**src/rtl/commit_trace_buffer.sv**
```systemverilog
// Retirement-trace recorder: captures one entry per retired instruction into a circular buffer
// and drains it over a valid/ready port. Optional macro TRACE_TIMESTAMP_EN adds per-entry timestamps.
module commit_trace_buffer #(
  parameter int XLEN      = 64,
  parameter int DEPTH     = 16,
  parameter int POST_TRIG = 4,
  parameter int TS_W      = 32
) (
  input  logic                     clk,
  input  logic                     reset_n,
  input  logic                     arm,
  input  logic                     stop,
  input  logic                     mode_wrap,
  input  logic                     trig_en,
  input  logic [XLEN-1:0]          trig_pc,
  input  logic                     commit_valid,
  input  logic [XLEN-1:0]          commit_pc,
  input  logic [31:0]              commit_instr,
  input  logic                     commit_reg_write,
  input  logic [4:0]               commit_rd,
  input  logic [XLEN-1:0]          commit_wdata,
  output logic                     out_valid,
  input  logic                     out_ready,
  output logic [XLEN-1:0]          out_pc,
  output logic [31:0]              out_instr,
  output logic                     out_reg_write,
  output logic [4:0]               out_rd,
  output logic [XLEN-1:0]          out_wdata,
  output logic [$clog2(DEPTH):0]   count,
  output logic                     overflow,
  output logic                     triggered,
  output logic                     done,
`ifdef TRACE_TIMESTAMP_EN
  output logic [TS_W-1:0]          out_ts,
`endif
  output logic [1:0]               state_dbg
);

  localparam int AW = $clog2(DEPTH);
  localparam int CW = AW + 1;

  typedef enum logic [1:0] {
    S_IDLE    = 2'd0,
    S_CAPTURE = 2'd1,
    S_POST    = 2'd2,
    S_DONE    = 2'd3
  } state_t;

  state_t state, next_state;

  logic [AW-1:0] wr_ptr, rd_ptr, remaining;

  logic [XLEN-1:0] mem_pc    [DEPTH];
  logic [31:0]     mem_instr [DEPTH];
  logic            mem_rw    [DEPTH];
  logic [4:0]      mem_rd    [DEPTH];
  logic [XLEN-1:0] mem_wdata [DEPTH];

  logic in_cap, cap_commit, full, do_write, trig_hit, post_last, pop, head_ok;

  assign in_cap     = (state == S_CAPTURE) || (state == S_POST);
  assign cap_commit = in_cap && commit_valid && !arm;
  assign full       = (count == CW'(DEPTH));
  assign do_write   = cap_commit && (!full || mode_wrap);
  assign trig_hit   = (state == S_CAPTURE) && trig_en && commit_valid &&
                      (commit_pc == trig_pc) && !arm;
  assign post_last  = (state == S_POST) && commit_valid && (remaining == AW'(1));
  assign head_ok    = (count != '0);
  assign out_valid  = head_ok && ((state == S_IDLE) || (state == S_DONE)) && !arm;
  assign pop        = out_valid && out_ready;
  assign done       = (state == S_DONE);
  assign state_dbg  = state;

  // Head data is gated by occupancy so the outputs read zero out of reset.
  assign out_pc        = head_ok ? mem_pc[rd_ptr]    : '0;
  assign out_instr     = head_ok ? mem_instr[rd_ptr] : '0;
  assign out_reg_write = head_ok ? mem_rw[rd_ptr]    : 1'b0;
  assign out_rd        = head_ok ? mem_rd[rd_ptr]    : '0;
  assign out_wdata     = head_ok ? mem_wdata[rd_ptr] : '0;

  always_ff @(posedge clk or negedge reset_n) begin
    if (!reset_n) state <= S_IDLE;
    else          state <= next_state;
  end

  always_comb begin
    next_state = state;
    if (arm) begin
      next_state = S_CAPTURE;
    end else begin
      case (state)
        S_CAPTURE: begin
          if (stop)          next_state = S_DONE;
          else if (trig_hit) next_state = (POST_TRIG == 0) ? S_DONE : S_POST;
        end
        S_POST: if (stop || post_last) next_state = S_DONE;
        default: ;
      endcase
    end
  end

  always_ff @(posedge clk or negedge reset_n) begin
    if (!reset_n) begin
      wr_ptr    <= '0;
      rd_ptr    <= '0;
      count     <= '0;
      remaining <= '0;
      overflow  <= 1'b0;
      triggered <= 1'b0;
    end else if (arm) begin
      wr_ptr    <= '0;
      rd_ptr    <= '0;
      count     <= '0;
      remaining <= '0;
      overflow  <= 1'b0;
      triggered <= 1'b0;
    end else begin
      if (cap_commit) begin
        if (!full) begin
          wr_ptr <= wr_ptr + 1'b1;
          count  <= count + 1'b1;
        end else begin
          overflow <= 1'b1;
          // Wrap mode: the new entry replaces the oldest, so both pointers advance.
          if (mode_wrap) begin
            wr_ptr <= wr_ptr + 1'b1;
            rd_ptr <= rd_ptr + 1'b1;
          end
        end
      end else if (pop) begin
        rd_ptr <= rd_ptr + 1'b1;
        count  <= count - 1'b1;
      end
      if (trig_hit) begin
        triggered <= 1'b1;
        remaining <= AW'(POST_TRIG);
      end else if ((state == S_POST) && commit_valid && (remaining != '0)) begin
        remaining <= remaining - 1'b1;
      end
    end
  end

  always_ff @(posedge clk) begin
    if (do_write) begin
      mem_pc[wr_ptr]    <= commit_pc;
      mem_instr[wr_ptr] <= commit_instr;
      mem_rw[wr_ptr]    <= commit_reg_write;
      mem_rd[wr_ptr]    <= commit_rd;
      mem_wdata[wr_ptr] <= commit_wdata;
    end
  end

`ifdef TRACE_TIMESTAMP_EN
  logic [TS_W-1:0] ts_cnt;
  logic [TS_W-1:0] mem_ts [DEPTH];

  // Free-running; arm deliberately leaves it alone so timestamps stay comparable across captures.
  always_ff @(posedge clk or negedge reset_n) begin
    if (!reset_n) ts_cnt <= '0;
    else          ts_cnt <= ts_cnt + 1'b1;
  end

  always_ff @(posedge clk) begin
    if (do_write) mem_ts[wr_ptr] <= ts_cnt;
  end

  assign out_ts = head_ok ? mem_ts[rd_ptr] : '0;
`endif

endmodule
```
**config.mk**
```make
export PLATFORM = sky130hd
export DESIGN_NAME = commit_trace_buffer
export DESIGN_NICKNAME = d
export VERILOG_FILES = /design/src/rtl/commit_trace_buffer.sv
export SDC_FILE = /design/constraint.sdc
export NUM_CORES = 2
export LEC_CHECK = 0
export CORE_MARGIN = 3
export CORE_UTILIZATION = 52
export CTS_CLUSTER_SIZE = 30
export DETAILED_ROUTE_END_ITERATION = 10
export GPL_ROUTABILITY_DRIVEN = 0
export MAX_ROUTING_LAYER = met4
export PLACE_DENSITY_LB_ADDON = 0.05
export SLEW_MARGIN = 20
export SYNTH_ARGS = -nofsm -noshare
export SYNTH_HDL_FRONTEND = slang
export SYNTH_SLANG_ARGS = --single-unit
```
**constraint.sdc**
```tcl
create_clock -name clk -period 17.1 [get_ports clk]
set_clock_uncertainty 0.05 [all_clocks]
set_input_delay 5.13 -clock clk [delete_from_list [all_inputs] [get_ports clk]]
set_output_delay 5.13 -clock clk [all_outputs]
set_load 0.1 [all_outputs]
```
==> results.cfg <==
[outcome]
status = complete, no violations

[cts]
path_clk_slew_ps = 60
cts_resized = 0
clkLatencyLatePin_ps = 880
cts_sinks = 2677
cts_buffer_depth = 4
cts_tree = built
clock_tree.root_cell = clkbuf_16
hold_buffers = 0
cts_setup_buffers = 0
h-tree-depth = 5
cts_buffers = 292

[routing]
ant_nets = 0
dr_total_vias = 46200
routed_wirelength_um = 244000
drt_iter0_drc = 4440
viasPerCell = 6.13
first_pass_iters = 5
drt_drc_violations_left = 0
routedWlPerCell_um = 32.4

[timing]
hold_viol = 0
worst_pin_slew_ps = 1160
slew_headroom_pct = 22.2
rsz0062_at_grt = no
fin_ws_ps = 4380
finalSetupViolCount = 0
final.setup.tns_ps = 0
period_needed_ps = 12720
max_freq_mhz = 78.6
min_period_over_period_pct = 74.4
drv_slew = 0
hold_ws_ps = 450

[pwr]
power.density_nw_per_um2 = 151
leakage_uw = 0.0361
power.internal_uw = 12300
switching_share_pct = 31.5
p_switching_uw = 5660
p_comb_share_pct = 27.1
pwr-share-seq_pct = 40.9
p_clk_share_pct = 32.0
peakVddDrop_v = 0.000126

[synth]
avgSynthCellArea_um2 = 25.0
synth_warnings = 0
synth_nets = 4360
syn_inst = 4108
synth-seq-cells = 2677
synth_top_area_cell = edfxtp_1
async_flop_share_pct = 0.784
synth.top_cell.area_share_pct = 77.7
syn_area_um2 = 103000
synthFlopType = edfxtp_1
synth_edf_count = 2656
netlist_top_cells_area = edfxtp_1, mux4_2, nor2b_1, dfrtp_1, xor2_1
synth.distinct_cells = 39
synth-seq-area-share_pct = 78.2

[layout]
drive_gt1_share_pct = 26.6
fillerInstances = 13600
final_common_cell = edfxtp_1
multi_input_area_um2 = 21300
final_cells = 7530
area_growth_pct = 15.4
ff_latch_area_um2 = 80300
mostFrequentLayoutCells = edfxtp_1, mux4_2, clkdlybuf4s50_1, clkbuf_16, nor2b_1
nNetsFinal = 4940
utilization_pct = 60.6

[die]
start_util_pct = 52.5
io-pin-count = 415
core_area_um2 = 196000
core.rowCount = 162
fp.dieH_um = 450
die_w_um = 450
dieArea_um2 = 203000

[worst_hold_path]
hp-class = reg -> reg
hold_path_depth = 2
hold-path-endpoint = triggered
holdCritStartpoint = triggered

[flow_run]
drv_cap = 0

[worst_setup_path]
crit_fanout = 26
worstPathRequired_ps = 11920
endpoint_kind = output pin
r2r-end = mem_wdata[7][3]
crit_arrival_ps = 7540
rr_worst_depth = 10
critPathKind = in -> out
timing.rr.start = state_dbg[0]
rrSetupSlack_ps = 11800
crit_path_start_kind = input pin

[grt]
grt_pass1_wl_um = 353000
grt_pass1_vias = 48700
antenna_found_initial = 34
grt_max_degree = 149
gr-total-overflow = 0
grt_usage_pct = 25.1

[placed_design]
dpl.hpwl_um = 120000
dp_slack_ps = 4350
io_buffers = 414
placed_cells = 7017
==> cells by family after synthesis <==
kind of cell | count (synthesis) | synth area share (%)
compound gates | 29 | 0.169
flops | 2677 | 78.2
buf+inv | 222 | 1.12
fa+ha+maj | 14 | 0.178
xor+xnor | 75 | 0.640
simple gates | 258 | 1.47
mux | 833 | 18.2
==> worst max path at each step <==
| stage | slack (ps) | end | startpoint |
|---|---|---|---|
| after floorplan | -5530 | mem_instr[0][0] | commit_valid |
| after global placement | 4340 | out_valid | arm |
| after detailed placement | 4350 | out_valid | arm |
| after CTS | 4340 | out_valid | arm |
| after global routing | 4260 | out_valid | arm |
| final | 4380 | out_valid | arm |
==> metrics by stage <==
step	cell area (um2)	total power, uW
after floorplan	103000	11200
after global placement	110000	12400
after detailed placement	110000	12400
after CTS	118000	18200
after global routing	119000	18500
final	119000	17900
==> layer usage <==
layer  vias to the layer above  routed length, um  share of wire, %  GRT usage (%)
met3                       333              14900               6.1           4.27
met5                         -                  0                 0              -
met4                         0               4410               1.8           4.90
li1                      18900                  -                 -              -
met1                     25400              98900                40           33.9
met2                      1483             126000                52           41.0
==> synth_stat cells, drive strengths merged (11+ instances only) <==
master	instances
nor2b	168
nor3	12
ha	13
edfxtp	2656
dfrtp	21
nor2	25
xnor2	25
clkbuf	105
mux4	830
nor4	15
xor2	50
a21oi	11
buf	105
inv	12
nand2	14
==> worst max-delay path, cell delays in order <==
cell	delay, ps
clkdlybuf4s50_1	850
nor3b_1	370
clkdlybuf4s50_1	1180
==> power by group through the flow <==
| stage | combinational (uW) | sequential (uW) | clock (uW) |
|---|---|---|---|
| after global placement | 4960 | 7480 | 0 |
| after global routing | 5070 | 7340 | 6120 |
| final | 4860 | 7340 | 5730 |
| after CTS | 4950 | 7340 | 5870 |
| after detailed placement | 4930 | 7480 | 0 |
| after floorplan | 3700 | 7490 | 0 |
==> final cells by class <==
type                            instances  share of cell area (%)
Inverter                               12                  0.0380
Clock buffer                          363                    6.51
Timing Repair Buffer                  496                    4.18
Tap cell                             2624                    2.77
Sequential cell                      2677                    67.7
Antenna cell                           22                  0.0464
Multi-Input combinational cell       1209                    18.0
Clock inverter                        127                   0.700
==> registers in the layout, summed over array words and instances (netlist names) <==
signal and flops:
mem_instr 512, overflow 1, mem_rd 80, remaining 4
mem_pc 1024, mem_wdata 1024, mem_rw 16, count 5
state_dbg 2, rd_ptr 4, wr_ptr 4, triggered 1
Power figures use the tool's default switching activity.
